**config.mk**
```make
export PLATFORM = sky130hd
export DESIGN_NAME = ntt_bitrev_reorder
export DESIGN_NICKNAME = d
export VERILOG_FILES = /design/src/rtl/ntt_bitrev_reorder.sv
export SDC_FILE = /design/constraint.sdc
export NUM_CORES = 1
export LEC_CHECK = 0
export BUFFER_PORTS_ARGS = -buffer_cell sky130_fd_sc_hd__buf_2
export CAP_MARGIN = 10
export CORE_MARGIN = 2
export CORE_UTILIZATION = 47
export CTS_BUF_LIST = sky130_fd_sc_hd__clkbuf_2
export CTS_CLUSTER_DIAMETER = 30
export DETAILED_ROUTE_END_ITERATION = 10
export GPL_ROUTABILITY_DRIVEN = 1
export PLACE_DENSITY = 0.71
export SLEW_MARGIN = 20
export SYNTH_ARGS = -nofsm -noshare
export SYNTH_HDL_FRONTEND = slang
export SYNTH_SLANG_ARGS = --single-unit
```
**constraint.sdc**
```tcl
create_clock -name clk -period 4.8 [get_ports clk]
set_clock_uncertainty 0.2 [all_clocks]
set_input_delay 0.24 -clock clk [delete_from_list [all_inputs] [get_ports clk]]
set_output_delay 0.24 -clock clk [all_outputs]
set_load 0.05 [all_outputs]
```
**src/rtl/ntt_bitrev_reorder.sv**
```systemverilog
// Ping-pong reorder buffer for an SDF NTT stage. Each frame of N coefficients arrives in
// bit-reversed order and is replayed in natural order. While one bank drains, the other
// bank fills, so the sustained rate is one word per cycle.
//
// Ports:
//   clk        rising-edge clock
//   rst        asynchronous reset, active low
//   in_valid   upstream word present
//   in_ready   a word can be accepted (write bank not full)
//   in_data    coefficient, bit-reversed order within a frame
//   out_valid  read bank holds a complete frame
//   out_ready  downstream accepts the word
//   out_data   coefficient in natural order (0 when out_valid is low)
//   out_last   final word of a frame
module ntt_bitrev_reorder #(
  parameter int unsigned W = 32,
  parameter int unsigned N = 8
) (
  input  logic         clk,
  input  logic         rst,
  input  logic         in_valid,
  output logic         in_ready,
  input  logic [W-1:0] in_data,
  output logic         out_valid,
  input  logic         out_ready,
  output logic [W-1:0] out_data,
  output logic         out_last
);

  localparam int unsigned L = $clog2(N);
  localparam logic [L-1:0] IdxMax = L'(N - 1);

  // Storage is deliberately not reset; the full flags gate all reads.
  logic [W-1:0] mem_q [2][N];

  logic [1:0]   full_q, full_d;
  logic         wr_bank_q, wr_bank_d;
  logic         rd_bank_q, rd_bank_d;
  logic [L-1:0] wr_idx_q, wr_idx_d;
  logic [L-1:0] rd_idx_q, rd_idx_d;

  logic wr_accept;
  logic rd_hs;

  function automatic logic [L-1:0] bitrev(input logic [L-1:0] idx);
    logic [L-1:0] r;
    r = '0;
    for (int i = 0; i < int'(L); i++) begin
      r[i] = idx[L-1-i];
    end
    return r;
  endfunction

  // Handshake signals and outputs depend only on registered state.
  always_comb begin
    in_ready  = ~full_q[wr_bank_q];
    out_valid = full_q[rd_bank_q];
    wr_accept = in_valid && in_ready;
    rd_hs     = out_valid && out_ready;
    out_last  = out_valid && (rd_idx_q == IdxMax);
    out_data  = out_valid ? mem_q[rd_bank_q][rd_idx_q] : '0;
  end

  always_comb begin
    full_d    = full_q;
    wr_bank_d = wr_bank_q;
    rd_bank_d = rd_bank_q;
    wr_idx_d  = wr_idx_q;
    rd_idx_d  = rd_idx_q;

    if (wr_accept) begin
      wr_idx_d = wr_idx_q + L'(1);
      if (wr_idx_q == IdxMax) begin
        full_d[wr_bank_q] = 1'b1;
        wr_bank_d         = ~wr_bank_q;
      end
    end

    // Set and clear always target different banks, so both may land in one cycle.
    if (rd_hs) begin
      rd_idx_d = rd_idx_q + L'(1);
      if (rd_idx_q == IdxMax) begin
        full_d[rd_bank_q] = 1'b0;
        rd_bank_d         = ~rd_bank_q;
      end
    end
  end

  always_ff @(posedge clk or negedge rst) begin
    if (!rst) begin
      full_q    <= 2'b00;
      wr_bank_q <= 1'b0;
      rd_bank_q <= 1'b0;
      wr_idx_q  <= '0;
      rd_idx_q  <= '0;
    end else begin
      full_q    <= full_d;
      wr_bank_q <= wr_bank_d;
      rd_bank_q <= rd_bank_d;
      wr_idx_q  <= wr_idx_d;
      rd_idx_q  <= rd_idx_d;
    end
  end

  always_ff @(posedge clk) begin
    if (wr_accept) begin
      mem_q[wr_bank_q][bitrev(wr_idx_q)] <= in_data;
    end
  end

endmodule

```
==> impl_metrics.env <==
export IMPL_status="finished, final reports clean"
export IMPL_start_util_pct=47.38
export IMPL_worst_path_max_fanout=66
export IMPL_synth_cells=900
export IMPL_viasPerCell=5.728
export IMPL_cts_reportedPaths_clkPinSlew_ns=0.10
export IMPL_drt_initial_drc_count=746
export IMPL_grt_max_degree=67
export IMPL_worst_r2r_cell_count=4
export IMPL_place_congestion=0.7264
export IMPL_cts_resized=0
export IMPL_grt_pass1_wl_mm=64.39
export IMPL_yosys_warnings=0
export IMPL_postLayoutCoreUtil_pct=54.23
export IMPL_drt_first_pass_iters=7
export IMPL_post_route_period_util_pct=89.23
export IMPL_routed_wl_mm=43.05
export IMPL_p_total_mw=13.01
export IMPL_vias=10160
export IMPL_antenna_found_initial=1
export IMPL_pin_count=71
export IMPL_grt_pass1_vias=10690
export IMPL_crit_start="rd_bank_q$_DFFE_PN0P_"
export IMPL_swShare_pct=36.39
export IMPL_slew_violations=0
export IMPL_ys_seq_area_share_pct=77.06
export IMPL_place_hpwl_mm=22.11
export IMPL_fp_row_count=76
export IMPL_powerDensity_nw_per_um2=560.5
export IMPL_cp_endpoint="out_data[6]"
export IMPL_ir_drop_uv=559.7
export IMPL_clock_latency_ns=1.05
export IMPL_ys_types=30
export IMPL_place_inst=1484
export IMPL_clock_power_share_pct=22.6
export IMPL_portBuffers=70
export IMPL_post_cts_buffers=0
export IMPL_syn_to_final_growth_pct=14.46
export IMPL_holdCritStartpoint="in_valid"
export IMPL_cp_start_kind="register"
export IMPL_wl_per_cell_um=24.27
export IMPL_switching_power_mw=4.733
export IMPL_die_h_um=211.7
export IMPL_p_comb_share_pct=33.3
export IMPL_layout_cells_non_filler=1774
export IMPL_dp_slack_ns=1.554
export IMPL_required_ns=4.36
export IMPL_core_area_um2=42790
export IMPL_fp_dieW_um=211.7
export IMPL_synth_avg_cell_area_um2=22.53
export IMPL_ys_seq_elements=522
export IMPL_slew_headroom_pct=26.69
export IMPL_tightest_slew_ns=1.097
export IMPL_internal_power_mw=8.273
export IMPL_design_area_um2=23210
export IMPL_postRouteAntennaNets=0
export IMPL_whs_ns=0.2766
export IMPL_clock_fmax_mhz=233.5
export IMPL_critPathKind="reg -> out"
export IMPL_clock_sinks=522
export IMPL_layout_setup_ws_ns=0.5172
export IMPL_hp_class="in -> reg"
export IMPL_syn_num_nets=944
export IMPL_clockRootBuffer="clkbuf_2"
export IMPL_netlist_area_um2=20280
export IMPL_drive_gt1_share_pct=36.59
export IMPL_dieArea_um2=44820
export IMPL_sequentialPowerShare_pct=44.1
export IMPL_post_route_min_period_ns=4.283
export IMPL_numCtsBuffers=130
export IMPL_htree_num_levels=4
export IMPL_tns_ns=0
export IMPL_finalHoldViolations=0
export IMPL_setup_viol_count_final=0
export IMPL_r2r_end="mem_q[1][8]$_DFFE_PP_"
export IMPL_overflow=0
export IMPL_final_nets=1185
export IMPL_crit_arrival_ns=3.84
export IMPL_grt_usage_pct=19.86
export IMPL_remaining_drc_errors=0
export IMPL_rsz0062_at_grt="no"
export IMPL_cts_buffer_depth=3
export IMPL_drv_cap=0
export IMPL_leakage_nw=7.672
export IMPL_r2r_slack_ns=1.84
export IMPL_tritoncts="built"
export IMPL_r2r_start="wr_bank_q$_DFFE_PN0P_"
export IMPL_cp_end_kind="output pin"
export IMPL_place_area_um2=21310
## synthesized netlist by cell type (all sizes together)
master  instances  area (um2)
nand2          12       45.04
buf            36       235.2
edfxtp        512       15370
and2            1       6.260
nor4            2       12.51
a31oi           1       6.260
and3            3       18.77
nand4b         31       271.5
nand2b          3       18.77
nor2            8       30.03
dfrtp          10       250.2
clkbuf         25       93.84
mux4          128        2883
o211ai         31       232.7
nand3           4       20.02
a21o            1       7.510
mux2i          35       350.3
o22ai           1       6.260
ha              8       100.1
o21ai           2       10.01
xnor2           2       17.52
nand4          31       193.9
mux2            4       45.04
inv             3       11.26
nor2b           1       6.260
nor3            4       20.02
a41oi           1       8.760
## final cells by class
class | instances | area [um2]
clock buffer | 184 | 920.9
antenna | 1 | 2.502
sequential | 522 | 15640
tap | 546 | 683.2
clock inverter | 34 | 259.0
timing repair buffer | 170 | 1291
multi-input combinational | 314 | 4402
inverter | 3 | 11.26
fill | 3334 | 19580
## worst min path at each step
stage / to / slack, ns / cells after the start
floorplan: full_q[0]$_DFF_PN0_ / -0.26 / 0
global placement: wr_idx_q[1]$_DFFE_PN0N_ / -0.08 / 1
detailed placement: wr_idx_q[0]$_DFFE_PN0N_ / -0.08 / 1
CTS: mem_q[1][221]$_DFFE_PP_ / 0.18 / 4
global route: mem_q[0][126]$_DFFE_PP_ / 0.22 / 5
finish: mem_q[1][221]$_DFFE_PP_ / 0.28 / 4
## sequential cells by signal, summed over array words and instances (netlist names)
register / cells
wr_bank_q: 1
mem_q: 512
rd_bank_q: 1
full_q: 2
wr_idx_q: 3
rd_idx_q: 3
## metal layers
metal,vias to the layer above,share of wire (%),GRT usage [%]
met4,0,1.3,6.532
met2,327,52,34.36
met5,-,0,0
li1,4431,-,-
met1,5349,41,25.03
met3,54,5.2,4.376
## power groups by stage
stage / Clock [mW] / Sequential [mW] / Combinational (mW)
after floorplan: 0 / 5.52 / 3.55
after global placement: 0 / 5.82 / 4.31
after detailed placement: 0 / 5.84 / 4.34
after CTS: 3.01 / 5.74 / 4.40
after global routing: 3.25 / 5.78 / 4.59
final: 2.94 / 5.73 / 4.34
## what timing repair did
item	in CTS	in global routing
endpoints found under the setup margin	0	0
hold buffers	71	0
hold endpoints to repair	954	0
## placed cells by master (no fill, tap or decap), types with 2 or more instances in the layout
master,instances
nor3_2,4
dfrtp_4,3
xnor2_1,2
inv_1,3
mux2_2,4
edfxtp_1,512
buf_2,70
nor2_4,7
dfrtp_1,6
clkinv_1,21
nand4_1,31
nand2_1,12
bufinv_16,4
dlygate4sd3_1,71
nand4b_1,31
clkinv_4,3
inv_2,3
o211ai_1,31
mux4_2,128
o21ai_0,2
and3_2,3
ha_1,8
nor4_2,2
clkinvlp_4,3
buf_4,28
nand2b_1,2
clkbuf_2,184
mux2i_1,35
nand3_1,4
## critical path: stages, from the launching register on
cell and delay, ns:
dfrtp_4 0.91, mux2_2 0.31, buf_4 0.69, nand4b_1 0.34, o211ai_1 0.19, buf_2 0.30
## cells by family after synthesis
group / after synthesis / synth area share, %
compound gates: 37 / 1.339
buf+inv: 64 / 1.679
simple gates: 100 / 3.172
fa+ha+maj: 8 / 0.4937
flops: 522 / 77.06
xor+xnor: 2 / 0.08641
mux: 167 / 16.17
Note: power is estimated with default switching activity, not from simulation.
